`src/rtl/udp_chan_router.sv`:
```
// Routes a UDP payload stream to per-channel ring buffers selected by a 32-bit leading flag:
// one write command per packet, then payload packed little-endian into output words.
module udp_chan_router #(
    parameter int NUM_CH = 4,
    parameter int C_AXI_DATA_WIDTH = 16,
    parameter logic [NUM_CH*32-1:0] FLAG_TABLE = 128'hDD30DD30_DDC00264_AD8686DA_E1EC0C0D,
    parameter logic [NUM_CH*32-1:0] BASE_TABLE = 128'hC0000000_80000000_40000000_00000000,
    parameter int REGION_AW = 16,
    localparam int CHW = (NUM_CH > 1) ? $clog2(NUM_CH) : 1,
    localparam int DW = C_AXI_DATA_WIDTH,
    localparam int NB = C_AXI_DATA_WIDTH / 8
) (
    input  logic            clk_125m,
    input  logic            sys_rst_n,
    input  logic [7:0]      s_rx_data,
    input  logic            s_rx_valid,
    input  logic            s_rx_last,
    input  logic            s_rx_user,
    output logic            s_rx_ready,
    output logic [31:0]     cmd_addr,
    output logic [CHW-1:0]  cmd_ch,
    output logic            cmd_valid,
    input  logic            cmd_ready,
    output logic [DW-1:0]   m_data,
    output logic [NB-1:0]   m_strb,
    output logic            m_last,
    output logic            m_valid,
    input  logic            m_ready,
    output logic            done_valid,
    output logic            done_err,
    output logic [15:0]     drop_cnt,
    output logic [15:0]     err_cnt
);
    localparam int LW = (NB > 1) ? $clog2(NB) : 1;
    localparam logic [31:0] WORD_BYTES = 32'(NB);

    typedef enum logic [2:0] {IDLE, FLAG, CMD, DATA, DROP} state_t;

    state_t               state;
    logic                 rdy_en;
    logic [1:0]           fcnt;
    logic [23:0]          flag_sr;
    logic [CHW-1:0]       ch_q;
    logic [REGION_AW-1:0] off [NUM_CH];
    logic [DW-1:0]        acc;
    logic [LW-1:0]        lane;
    logic [31:0]          words;
    logic                 ending;
    logic                 err_q;
    logic                 zdone;
    logic                 zerr;

    logic                 rx_fire;
    logic                 hs_last;
    logic                 word_done;
    logic                 hit;
    logic [CHW-1:0]       hit_ch;
    logic [31:0]          flag_full;
    logic [DW-1:0]        acc_nx;

    function automatic logic [15:0] sat_inc(input logic [15:0] v);
        return (v == 16'hFFFF) ? v : v + 16'd1;
    endfunction

    function automatic logic [NB-1:0] strb_mask(input logic [LW-1:0] l);
        logic [NB-1:0] m;
        for (int i = 0; i < NB; i++) m[i] = (i <= int'(l));
        return m;
    endfunction

    assign flag_full  = {flag_sr, s_rx_data};
    assign rx_fire    = s_rx_valid & s_rx_ready;
    assign hs_last    = m_valid & m_ready & m_last;
    assign acc_nx     = acc | (DW'(s_rx_data) << {lane, 3'b000});
    assign word_done  = (lane == LW'(NB - 1)) || s_rx_last;
    assign done_valid = zdone | hs_last;
    assign done_err   = (zdone & zerr) | (hs_last & err_q);

    // Descending scan so the lowest matching channel index is the one left standing.
    always_comb begin
        hit    = 1'b0;
        hit_ch = '0;
        for (int i = NUM_CH - 1; i >= 0; i--) begin
            if (FLAG_TABLE[i*32 +: 32] == flag_full) begin
                hit    = 1'b1;
                hit_ch = CHW'(i);
            end
        end
    end

    // Once the last byte sits in the output register the packet is closed to further input.
    always_comb begin
        s_rx_ready = 1'b0;
        case (state)
            IDLE, FLAG, DROP: s_rx_ready = rdy_en;
            DATA:             s_rx_ready = !ending && (!m_valid || m_ready);
            default:          s_rx_ready = 1'b0;
        endcase
    end

    always_ff @(posedge clk_125m or negedge sys_rst_n) begin
        if (!sys_rst_n) begin
            state     <= IDLE;
            rdy_en    <= 1'b0;
            fcnt      <= '0;
            flag_sr   <= '0;
            ch_q      <= '0;
            acc       <= '0;
            lane      <= '0;
            words     <= '0;
            ending    <= 1'b0;
            err_q     <= 1'b0;
            zdone     <= 1'b0;
            zerr      <= 1'b0;
            cmd_addr  <= '0;
            cmd_ch    <= '0;
            cmd_valid <= 1'b0;
            m_data    <= '0;
            m_strb    <= '0;
            m_last    <= 1'b0;
            m_valid   <= 1'b0;
            drop_cnt  <= '0;
            err_cnt   <= '0;
            for (int i = 0; i < NUM_CH; i++) off[i] <= '0;
        end else begin
            rdy_en <= 1'b1;
            zdone  <= 1'b0;
            zerr   <= 1'b0;
            if (m_valid && m_ready) m_valid <= 1'b0;

            case (state)
                IDLE, FLAG: begin
                    if (rx_fire) begin
                        flag_sr <= {flag_sr[15:0], s_rx_data};
                        if (fcnt == 2'd3) begin
                            fcnt <= '0;
                            if (!hit) begin
                                drop_cnt <= sat_inc(drop_cnt);
                                state    <= s_rx_last ? IDLE : DROP;
                            end else if (s_rx_last) begin
                                state <= IDLE;
                                zdone <= 1'b1;
                                zerr  <= s_rx_user;
                                if (s_rx_user) err_cnt <= sat_inc(err_cnt);
                            end else begin
                                state     <= CMD;
                                cmd_valid <= 1'b1;
                                cmd_addr  <= BASE_TABLE[int'(hit_ch)*32 +: 32] + 32'(off[hit_ch]);
                                cmd_ch    <= hit_ch;
                                ch_q      <= hit_ch;
                            end
                        end else if (s_rx_last) begin
                            fcnt     <= '0;
                            state    <= IDLE;
                            drop_cnt <= sat_inc(drop_cnt);
                        end else begin
                            fcnt  <= fcnt + 2'd1;
                            state <= FLAG;
                        end
                    end
                end

                CMD: begin
                    if (cmd_ready) begin
                        cmd_valid <= 1'b0;
                        state     <= DATA;
                        acc       <= '0;
                        lane      <= '0;
                        words     <= '0;
                        ending    <= 1'b0;
                        err_q     <= 1'b0;
                    end
                end

                DATA: begin
                    if (rx_fire) begin
                        if (word_done) begin
                            m_data  <= acc_nx;
                            m_strb  <= strb_mask(lane);
                            m_last  <= s_rx_last;
                            m_valid <= 1'b1;
                            words   <= words + 32'd1;
                            acc     <= '0;
                            lane    <= '0;
                            if (s_rx_last) begin
                                ending <= 1'b1;
                                err_q  <= s_rx_user;
                            end
                        end else begin
                            acc  <= acc_nx;
                            lane <= lane + 1'b1;
                        end
                    end
                    // Ring offset advances by whole words only for packets that completed cleanly.
                    if (hs_last) begin
                        state  <= IDLE;
                        ending <= 1'b0;
                        if (err_q) err_cnt <= sat_inc(err_cnt);
                        else       off[ch_q] <= off[ch_q] + REGION_AW'(words * WORD_BYTES);
                    end
                end

                DROP: begin
                    if (rx_fire && s_rx_last) state <= IDLE;
                end

                default: state <= IDLE;
            endcase
        end
    end
endmodule

```
`config.mk`:
```
export PLATFORM = sky130hd
export DESIGN_NAME = udp_chan_router
export DESIGN_NICKNAME = d
export VERILOG_FILES = /design/src/rtl/udp_chan_router.sv
export SDC_FILE = /design/constraint.sdc
export NUM_CORES = 1
export LEC_CHECK = 0
export ABC_AREA = 1
export CAP_MARGIN = 25
export CORE_MARGIN = 2
export CORE_UTILIZATION = 50
export CTS_BUF_LIST = sky130_fd_sc_hd__clkbuf_2
export DETAILED_ROUTE_END_ITERATION = 10
export PLACE_DENSITY = 0.7
export SYNTH_ARGS = -nofsm -noshare
export SYNTH_HDL_FRONTEND = slang
export SYNTH_SLANG_ARGS = --single-unit
```
`constraint.sdc`:
```
create_clock -name clk_125m -period 5.9 [get_ports clk_125m]
set_clock_uncertainty 0.2 [all_clocks]
set_input_delay 1.18 -clock clk_125m [delete_from_list [all_inputs] [get_ports clk_125m]]
set_output_delay 1.18 -clock clk_125m [all_outputs]
set_load 0.005 [all_outputs]
```
### Word level (Yosys, flattened, before mapping)

Cells that the tools add are included.

| cells by class | value |
|---|---|
| add/subtract/negate cells | 7 |
| order comparisons | 4 |
| eq/ne operators | 28 |
| shift operators | 2 |
| multiplexer cells | 83 |
| bitwise gates (word level) | 12 |
| reductions and logical operators | 27 |

Operators with widths:

| operator | number |
|---|---|
| $mux 16 | 20 |
| $eq 32x32->1 const A | 4 |
| $shiftx 128x8->32 const A | 1 |
| $mux 32 | 3 |
| $bmux 16 s2 | 2 |
| $bwmux 64 | 1 |
| $pmux 16 s2 | 2 |
| $pmux 32 s2 | 1 |
| $mux 1 | 33 |
| $add 16x1->16 const B | 2 |
| $add 32x1->32 const B | 1 |
| $add 32x16->32 | 1 |
| $demux 16 s2 | 1 |
| $eq 16x16->1 const B | 2 |
| $ne 2x2->1 const B | 14 |
| $mux 3 | 7 |
| $add 16x16->16 | 1 |
| $or 16x16->16 | 1 |
| $shl 8x4->16 | 1 |
| $reduce_and 5->1 | 3 |
| $mux 2 | 7 |
| $pmux 3 s4 | 1 |
| $reduce_and 4->1 | 3 |
| $pmux 1 s2 | 5 |
| other kinds (25) | 46 |

| word-level totals | value |
|---|---|
| register bits | 234 |
| output and inout port bits | 90 |
| logic and storage cells | 187 |

### Logic depth before layout (Yosys ltp)

| logic depth | value |
|---|---|
| depth in word-level cells | 10 |
| gate-level depth with buffers | 16 |
| gate-level depth less buffers | 16 |

### Worst setup path after synthesis

OpenSTA, ideal clock, no wires.

| timing | value |
|---|---|
| path type | reg2reg |
| start point | register cmd_addr[31] (netlist name) |
| end point | register off[59] in the netlist's numbering |
| data arrival time | 2.733 ns |
| data required time | 5.574 ns |
| setup slack | 2.841 ns |
| cell stages (with the launch flop) | 15 |
| buffers on the path | 0 |
| clock period less this slack | 3.059 ns |
| cell sequence | dfrtp_1 nor2_1 clkinv_1 o22ai_1 a21oi_1 o21a_1 fa_1 nand3b_1 nand2_1 a21oi_1 nor2_1 o21ai_0 or2_2 nand3_1 o21ai_0 |

RTL lines:

| item | line | source |
|---|---|---|
| end signal, assigned by index | 199 | `else off[ch_q] <= off[ch_q] + REGION_AW'(words * WORD_BYTES);` |
| end, declared | 44 | `logic [REGION_AW-1:0] off [NUM_CH];` |

==> metrics.cfg <==
[yosys]
netlist_instances = 1521
syn_area_mm2 = 0.0113
yosysMostFrequentCell = nand2_1
ys_types = 49
yosysTopAreaCell = dfrtp_1
synthTopCellsByCount = 455 x nand2_1, 201 x dfrtp_1, 174 x inv_1, 120 x nor2_1, 120 x o21ai_0
synth_seq_cells = 201
synth_edf_count = 0
synthTopCellsByArea = dfrtp_1 44%, nand2_1 15%, inv_1 5.8%
async_reset_ff_share_pct = 100
yosysWarningCount = 0
synth_top_area_share_pct = 44.4
synth_ff_type = dfrtp_1
yosysSeqAreaShare_pct = 44.4
postSynthAreaPerCell_um2 = 7.45

[timing]
layout_min_cycle_time_ns = 4.20
setup_ws_ns = 1.70
finalCritPeriodShare_pct = 71.2
relSlewSlack_pct = 39.2
timing.setup.tns_ns = 0
hold_ws_ns = 0.188
clock.fmax_ghz = 0.238
tightest_slew_ns = 0.911
setup_viol = 0
timing.final.max_slew_violations = 0
rsz0062_at_grt = no
final_hold_viol_count = 0

[clock_network]
hold_buffers = 0
tritoncts = yes
cts_max_path_buffers = 3
clkLatencyLatePin_ns = 0.88
cts.htree.levels = 2
cts_resized = 0
post_cts_buffers = 0
numCtsBuffers = 53
clockRootBuffer = clkbuf_2
cts_num_sinks = 201
clk_pin_slew_worst_paths_ns = 0.11

[setup_path]
cp-start-kind = flip-flop
ff2ff_path_depth = 11
required_ns = 6.35
crit_path_end = off[59]
cp.arrival_ns = 4.65
regToRegSetupSlack_ns = 1.70
critPathSlowestCell = clkinv_1
r2r_start = cmd_addr[31]
critPathCaptureType = flip-flop
startpoint = cmd_addr[31]
crit_fanout = 9
max_stage_delay_ns = 0.56
worstSetupPathType = flip-flop to flip-flop
regToRegEndpoint = off[59]
worstPathCellList = nor2_1 -> clkinv_1 -> o221ai_1 -> ha_1 -> a21o_1 -> a21oi_1 -> nor2_1 -> o21ai_0 -> nand2_1 -> nand3_1 -> o21ai_0

[cells_and_area]
final_util_pct = 57.0
area_delta_synth_final_pct = 12.9
stdcell_count = 1944
drive_above_1_share_pct = 8.08
final_nets = 1659

[floorplanning]
rows = 55
die_h_um = 155
core-area_mm2 = 0.0224
dieArea_mm2 = 0.0239
die_x_um = 155
start_util_pct = 50.5
io_pins = 105

[global_route]
grt_pass1_wl_um = 51100
gr-usage-met3_pct = 4.85
met1_usage_pct = 36.4
grt_pass1_vias = 10100
top_usage_layer = met2
grt_max_degree = 110
overflow = 0
grtUsageTotal_pct = 26.3
grt_antenna_before_repair = 1
met2_usage_pct = 42.5

[routing]
wl_um = 30900
drt-vias-per-instance = 5.38
num_vias = 10500
drtIter0Drc = 815
drc_errors = 0
final_antenna_net_count = 0
drtPass1Iterations = 5
wl_per_cell_um = 15.9

[pwr]
pwr-share-comb_pct = 2.8
p_clk_share_pct = 39.2
intPower_mw = 1.74
vdd_ir_drop_max_v = 0.000128
netSwitchingPower_mw = 0.630
seq_power_share_pct = 58.1
leakagePower_nw = 6.43
swShare_pct = 26.5
power_density_mw_per_mm2 = 186

[placed_design]
post-dp-hpwl_um = 22200
dp_cells = 1855
dp_slack_ns = 1.38
place_congestion = 0.907
io_buffers = 90

[min_path]
hp-class = flip-flop to flip-flop

[flow_run]
maxCapViolCount = 0

[status]
status = completed

flip-flops by register name, summed over array words and instances, names as in the netlist, 3 cells and up:
signal    count
words        15
state         3
off          64
cmd_addr     18
acc          16
flag_sr      24
err_cnt      16
drop_cnt     16
m_data       16
placed cells by master (no fill, tap or decap), types with 4 or more instances in the layout:
cell type	instances
nand2_1	455
dfrtp_1	201
inv_1	174
nor2_1	120
o21ai_0	120
nand3_1	93
clkdlybuf4s50_1	89
clkbuf_2	79
a21oi_1	66
nand4_1	36
nor3_1	34
xor2_1	25
ha_1	18
conb_1	15
a22oi_1	13
buf_4	12
o221ai_1	11
inv_2	8
nor2_2	7
nor4_1	7
clkinv_1	6
nand3b_1	6
xnor2_1	6
o21ai_1	5
nand2_2	4
worst max-delay path, delay by kind of cell (launching register included):
family                   cells  cell delay, ns
AND/OR/NAND/NOR              4            0.94
buffers and inverters        1            0.56
AO/OA/AOI/OAI                5            1.44
adder cells (fa/ha/maj)      1            0.37
flip-flops                   1            0.48
per-stage QoR:
stage / total power, mW / cell area [um^2]
2_1_floorplan: 1.43 / 11400
3_3_place_gp: 1.47 / 12300
3_5_place_dp: 1.47 / 12300
4_1_cts: 2.41 / 12800
5_1_grt: 2.49 / 12800
6_report: 2.37 / 12800
power groups by stage:
| stage | combinational [mW] | clock [mW] | sequential, mW |
|---|---|---|---|
| final | 0.0654 | 0.930 | 1.38 |
| after global routing | 0.0752 | 1.03 | 1.38 |
| after floorplan | 0.0287 | 0 | 1.40 |
| after global placement | 0.0666 | 0 | 1.41 |
| after CTS | 0.0674 | 0.960 | 1.38 |
| after detailed placement | 0.0671 | 0 | 1.41 |
how the worst min path moves through the flow:
| stage | start | endpoint | slack (ns) | depth (start not counted) |
|---|---|---|---|---|
| CTS | off[48] | off[48] | 0.19 | 0 |
| finish | off[32] | off[32] | 0.19 | 0 |
| global route | off[32] | off[32] | 0.21 | 0 |
| global placement | off[32] | off[32] | 0.17 | 0 |
| detailed placement | off[48] | off[48] | 0.17 | 0 |
| floorplan | off[32] | off[32] | 0.23 | 1 |
metal layers:
| metal | vias up | wire (um) |
|---|---|---|
| li1 | 5137 | - |
| met1 | 4956 | 14000 |
| met2 | 302 | 14400 |
| met3 | 61 | 1860 |
| met4 | 0 | 682 |
| met5 | - | 0 |
layout make-up:
class                           count  area [um^2]
Tap cell                          285          357
Fill cell                        2198         9640
Multi-Input combinational cell   1083         5270
Sequential cell                   201         5030
Inverter                          184          696
Antenna cell                        1         2.50
Clock inverter                      9         46.3
Clock buffer                       79          395
Timing Repair Buffer              102          995
logic make-up (layout without fill, tap and decap cells):
| kind of cell | Yosys count | in the layout | synth area share, % |
|---|---|---|---|
| AND/OR/NAND/NOR | 781 | 781 | 29.7 |
| multiplexers | 3 | 3 | 0.298 |
| other | 2 | 16 | 0.0663 |
| XOR/XNOR | 31 | 31 | 2.40 |
| flip-flops | 201 | 201 | 44.4 |
| buffers and inverters | 250 | 374 | 9.52 |
| adder cells (fa/ha/maj) | 19 | 19 | 2.16 |
| AO/OA/AOI/OAI | 234 | 234 | 11.4 |
Power figures use the tool's default switching activity.
